**src/rtl/tick_interval_monitor.sv**
```systemverilog
// Tick-to-tick interval monitor: locks onto a periodic tick, flags early/missing ticks, divides locked ticks.
// Optional miss counter is built when MISS_CNT_EN is defined; otherwise miss_cnt is tied to zero.
//
// state  | meaning
// IDLE   | monitor disabled, gap held at zero
// ACQ    | waiting for a first tick, no window checks
// TRACK  | counting consecutive good intervals toward lock
// LOCKED | locked; good ticks drive the divider
// FAULT  | early or missing tick while locked; sticky until clr_err
module tick_interval_monitor #(
  parameter int PERIOD   = 400001,
  parameter int TOL      = 2,
  parameter int CBITS    = 19,
  parameter int LOCK_CNT = 4,
  parameter int DIV      = 8
) (
  input  logic             clk,
  input  logic             rst,
  input  logic             tick,
  input  logic             en,
  input  logic             clr_err,
  output logic             locked,
  output logic             err,
  output logic             flg,
  output logic             div_out,
  output logic [CBITS-1:0] gap,
  output logic [7:0]       miss_cnt
);

  typedef enum logic [2:0] {IDLE, ACQ, TRACK, LOCKED, FAULT} state_t;

  localparam int GBITS = $clog2(LOCK_CNT + 1);
  localparam int DBITS = $clog2(DIV + 1);

  // Window bounds carry one extra bit so gap+1 never wraps at saturation.
  localparam logic [CBITS:0] WIN_LO = (CBITS+1)'(PERIOD - TOL);
  localparam logic [CBITS:0] WIN_HI = (CBITS+1)'(PERIOD + TOL);
  localparam logic [CBITS:0] WIN_TO = (CBITS+1)'(PERIOD + TOL + 1);
  localparam logic [GBITS-1:0] LOCK_LAST = GBITS'(LOCK_CNT - 1);
  localparam logic [DBITS-1:0] DIV_LAST  = DBITS'(DIV - 1);

  state_t           state;
  logic [GBITS-1:0] good;
  logic [DBITS-1:0] divcnt;
  logic [CBITS:0]   interval;
  logic             early;
  logic             in_win;
  logic             timeout;

  assign interval = {1'b0, gap} + {{CBITS{1'b0}}, 1'b1};
  assign early    = tick & (interval < WIN_LO);
  assign in_win   = tick & (interval >= WIN_LO) & (interval <= WIN_HI);
  assign timeout  = ~tick & (interval == WIN_TO);

  always_ff @(posedge clk) begin
    if (rst || !en) begin
      state   <= IDLE;
      gap     <= '0;
      good    <= '0;
      divcnt  <= '0;
      div_out <= 1'b0;
      locked  <= 1'b0;
      err     <= 1'b0;
      flg     <= 1'b0;
    end else begin
      flg <= 1'b0;
      if (tick)
        gap <= '0;
      else if (!(&gap))
        gap <= gap + CBITS'(1);

      case (state)
        IDLE: begin
          gap   <= '0;
          state <= ACQ;
        end
        ACQ: begin
          if (tick) begin
            state <= TRACK;
            good  <= '0;
          end
        end
        TRACK: begin
          if (early || timeout) begin
            state <= ACQ;
            good  <= '0;
          end else if (in_win) begin
            flg  <= 1'b1;
            good <= good + GBITS'(1);
            if (good == LOCK_LAST) begin
              state  <= LOCKED;
              locked <= 1'b1;
              divcnt <= '0;
            end
          end
        end
        LOCKED: begin
          if (early || timeout) begin
            state  <= FAULT;
            locked <= 1'b0;
            err    <= 1'b1;
          end else if (in_win) begin
            flg <= 1'b1;
            if (divcnt == DIV_LAST) begin
              div_out <= ~div_out;
              divcnt  <= '0;
            end else begin
              divcnt <= divcnt + DBITS'(1);
            end
          end
        end
        FAULT: begin
          // A tick arriving with clr_err only restarts gap; ACQ still waits for a fresh tick.
          if (clr_err) begin
            state <= ACQ;
            err   <= 1'b0;
          end
        end
        default: begin
          state  <= IDLE;
          locked <= 1'b0;
          err    <= 1'b0;
        end
      endcase
    end
  end

`ifdef MISS_CNT_EN
  logic miss_evt;

  assign miss_evt = en & ((state == TRACK) | (state == LOCKED)) & (early | timeout);

  always_ff @(posedge clk) begin
    if (rst)
      miss_cnt <= 8'd0;
    else if (miss_evt && (miss_cnt != 8'hff))
      miss_cnt <= miss_cnt + 8'd1;
  end
`else
  assign miss_cnt = 8'd0;
`endif

endmodule
```
**config.mk**
```make
export PLATFORM = sky130hd
export DESIGN_NAME = tick_interval_monitor
export DESIGN_NICKNAME = d
export VERILOG_FILES = /design/src/rtl/tick_interval_monitor.sv
export SDC_FILE = /design/constraint.sdc
export NUM_CORES = 1
export LEC_CHECK = 0
export BUFFER_PORTS_ARGS = -buffer_cell sky130_fd_sc_hd__buf_2
export CAP_MARGIN = 10
export CORE_ASPECT_RATIO = 2
export CORE_MARGIN = 2
export CORE_UTILIZATION = 45
export CTS_BUF_LIST = sky130_fd_sc_hd__clkbuf_4
export CTS_CLUSTER_DIAMETER = 80
export DETAILED_ROUTE_END_ITERATION = 16
export PLACE_DENSITY = 0.66
export SETUP_SLACK_MARGIN = 0.15
export SLEW_MARGIN = 20
export SYNTH_ARGS = -nofsm -noshare
export SYNTH_HDL_FRONTEND = slang
export SYNTH_SLANG_ARGS = --single-unit
export TNS_END_PERCENT = 30
```
**constraint.sdc**
```tcl
create_clock -name clk -period 9.9 [get_ports clk]
set_clock_uncertainty 0.05 [all_clocks]
set_input_delay 2.97 -clock clk [delete_from_list [all_inputs] [get_ports clk]]
set_output_delay 2.97 -clock clk [all_outputs]
set_load 0.01 [all_outputs]
```
==> impl_metrics.toml <==
[clock_tree]
htree_num_levels = 2
cts_buffer_depth = 2
root_buffer = "clkbuf_4"
cts-resized-gates = 0
clock_latency_ps = 340
cts_buffers = 5
clock-sinks = 33
clk_pin_slew_ps = 90
postCtsSetupBuffers = 0
cts_tree = "built"
cts-hold-fix-buffers = 0

[setup_path]
crit_fanout = 5
crit_chain = "buf_2 -> nor2_1 -> nand2_1 -> or4_4 -> o21ai_2 -> o211ai_2 -> a21oi_4 -> mux2i_1"
rr_startpoint = "gap[0]"
r2r_cells = 11
path_class = "in -> reg"
startpoint = "tick"
crit_required_ps = 10120
cp_slowest_cell = "or4_4"
rr_endpoint = "good[1]"
max_stage_delay_ps = 490
cp-endpoint = "good[1]"
regToRegSetupSlack_ps = 6180
worstPathArrival_ps = 4460
cp-start-kind = "input port"
endpoint_kind = "flop"

[routing]
drc_errors = 0
first_pass_iters = 4
drt_iter0_drc = 27
vias_per_cell = 5.788
vias = 1858
wl_per_cell_um = 15.01
ant_nets = 0
wirelength_mm = 4.818

[yosys]
synthDistinctLibCells = 57
yosysWarningCount = 0
yosys-top-cells-count = "dfxtp_1 (33), a21oi_1 (23), nand2_1 (20)"
synth_area_leaders = "dfxtp_1 (32%), a21oi_1 (5.5%), xnor2_1 (5.0%), nand2_1 (3.6%), nand3_1 (3.6%)"
yosysMostFrequentCell = "dfxtp_1"
yosysSeqAreaShare = 0.3160
syn-cell-area_um2 = 2091
ys.flop_type = "dfxtp_1"
synth.largest_area_cell = "dfxtp_1"
synth_top_area_frac = 0.3160
synth-edff-count = 0
postSynthAreaPerCell_um2 = 8.363
synth_cells = 250
ys_ff_latch = 33
async_reset_ff_frac = 0

[final_layout]
drive_gt1_frac = 0.1805
nNetsFinal = 277
n_antenna_cell = 0
instances_no_fill = 321
design_area_um2 = 2245
area_growth_pct = 7.361
final_util = 0.4929

[die]
die_width_um = 52.20
rows = 35
ios = 36
start_util = 0.4591
die_area_um2 = 5241
die_y_um = 100.4
core_area_um2 = 4554

[placement]
dp_cells = 315
place_hpwl_mm = 3.628
port_buffers = 27
dpl_worst_slack_ps = 5317
gp_congestion = 0.8797
post_dp_cell_area_um2 = 2202

[sta]
finalSetupTns_ps = 0
finalHoldViolCount = 0
max-slew-margin-rel = 0.4172
fin_crit_ps = 4238
min_period_over_period = 0.4281
finalWorstSetupSlack_ps = 5662
setup_viol = 0
worst_pin_slew_ps = 871.6
maxSlewViolCount = 0
fmax_mhz = 236.0
hold_ws_ps = 421.8
rsz0062_at_grt = "false"

[grt]
overflow = 0
grt_most_used_layer = "met2"
grt_max_degree = 20
antenna_found_initial = 0
grt_pass1_wl_mm = 7.893
grt_use_total = 0.1979
met3_usage = 0.03720
grt_use_met2 = 0.3690
grt_use_met1 = 0.2019
first_global_vias = 1748

[min_path]
hold_class = "reg -> reg"
worstHoldPathCells = 2

[power_and_ir_drop]
cellLeakagePower_nw = 0.8126
ir_drop_uv = 59.94
powerDensity_nw_per_um2 = 94.43
p_total_mw = 0.2120

[job]
drv_cap = 0

[outcome]
status = "finished clean"
worst min path at each step:
stage / start / end / slack [ps]
after global routing: good[1] / good[1] / 450
after detailed placement: good[2] / good[2] / 400
after floorplan: good[2] / good[2] / 380
final: good[2] / good[2] / 420
after CTS: good[2] / good[2] / 420
after global placement: good[2] / good[2] / 400
power breakdown:
group          switching, mW  total [mW]  internal [mW]
Combinational        0.00605     0.00874        0.00269
Sequential           0.00165       0.135          0.133
Clock                 0.0439      0.0685         0.0246
Total                 0.0516       0.212          0.160
routing by layer:
| metal | vias up | wire (um) |
|---|---|---|
| li1 | 935 | - |
| met1 | 873 | 1781 |
| met2 | 38 | 2750 |
| met3 | 12 | 152 |
| met4 | 0 | 133 |
| met5 | - | 0 |
sequential cells by signal, indices dropped and copies added (netlist names):
name     count
flg          1
gap         19
good         3
divcnt       4
err          1
locked       1
div_out      1
state        3
cell families after synthesis:
kind of cell	Yosys count	synth area share
multiplexers	3	0.01436
AO/OA/AOI/OAI	61	0.2113
buffers and inverters	34	0.08019
other	1	0.001794
AND/OR/NAND/NOR	93	0.2627
flip-flops	33	0.3160
adder cells (fa/ha/maj)	5	0.02992
XOR/XNOR	20	0.08378
critical path: cells and delay by family:
kind,cells,cell delay [ps]
AO/OA/AOI/OAI,3,500
AND/OR/NAND/NOR,3,650
buffers and inverters,1,140
multiplexers,1,200
cell usage in the layout (no fill, tap or decap), types with 2 or more instances in the layout:
cell	instances
dfxtp_1	33
buf_2	27
a21oi_1	23
nand2_1	20
nand3_1	15
nor2_1	12
xnor2_1	12
nand4_1	11
inv_1	9
xor2_1	8
conb_1	8
a211oi_1	6
o21ai_0	6
ha_1	5
clkbuf_4	5
nor3_1	4
nor2b_1	4
o211ai_1	4
nor4_1	4
or4_1	3
or3_1	3
mux2i_1	3
and3_1	2
and4_1	2
or3_4	2
o211a_1	2
nand2b_1	2
a31oi_1	2
area by class of cell:
type | count | area, um2
clock buffer | 5 | 37.54
timing repair buffer | 28 | 142.6
sequential | 33 | 660.6
fill | 516 | 2310
inverter | 9 | 33.78
multi-input combinational | 190 | 1296
clock inverter | 1 | 5.005
tap | 55 | 68.82
(Power assumes the default switching activity.)
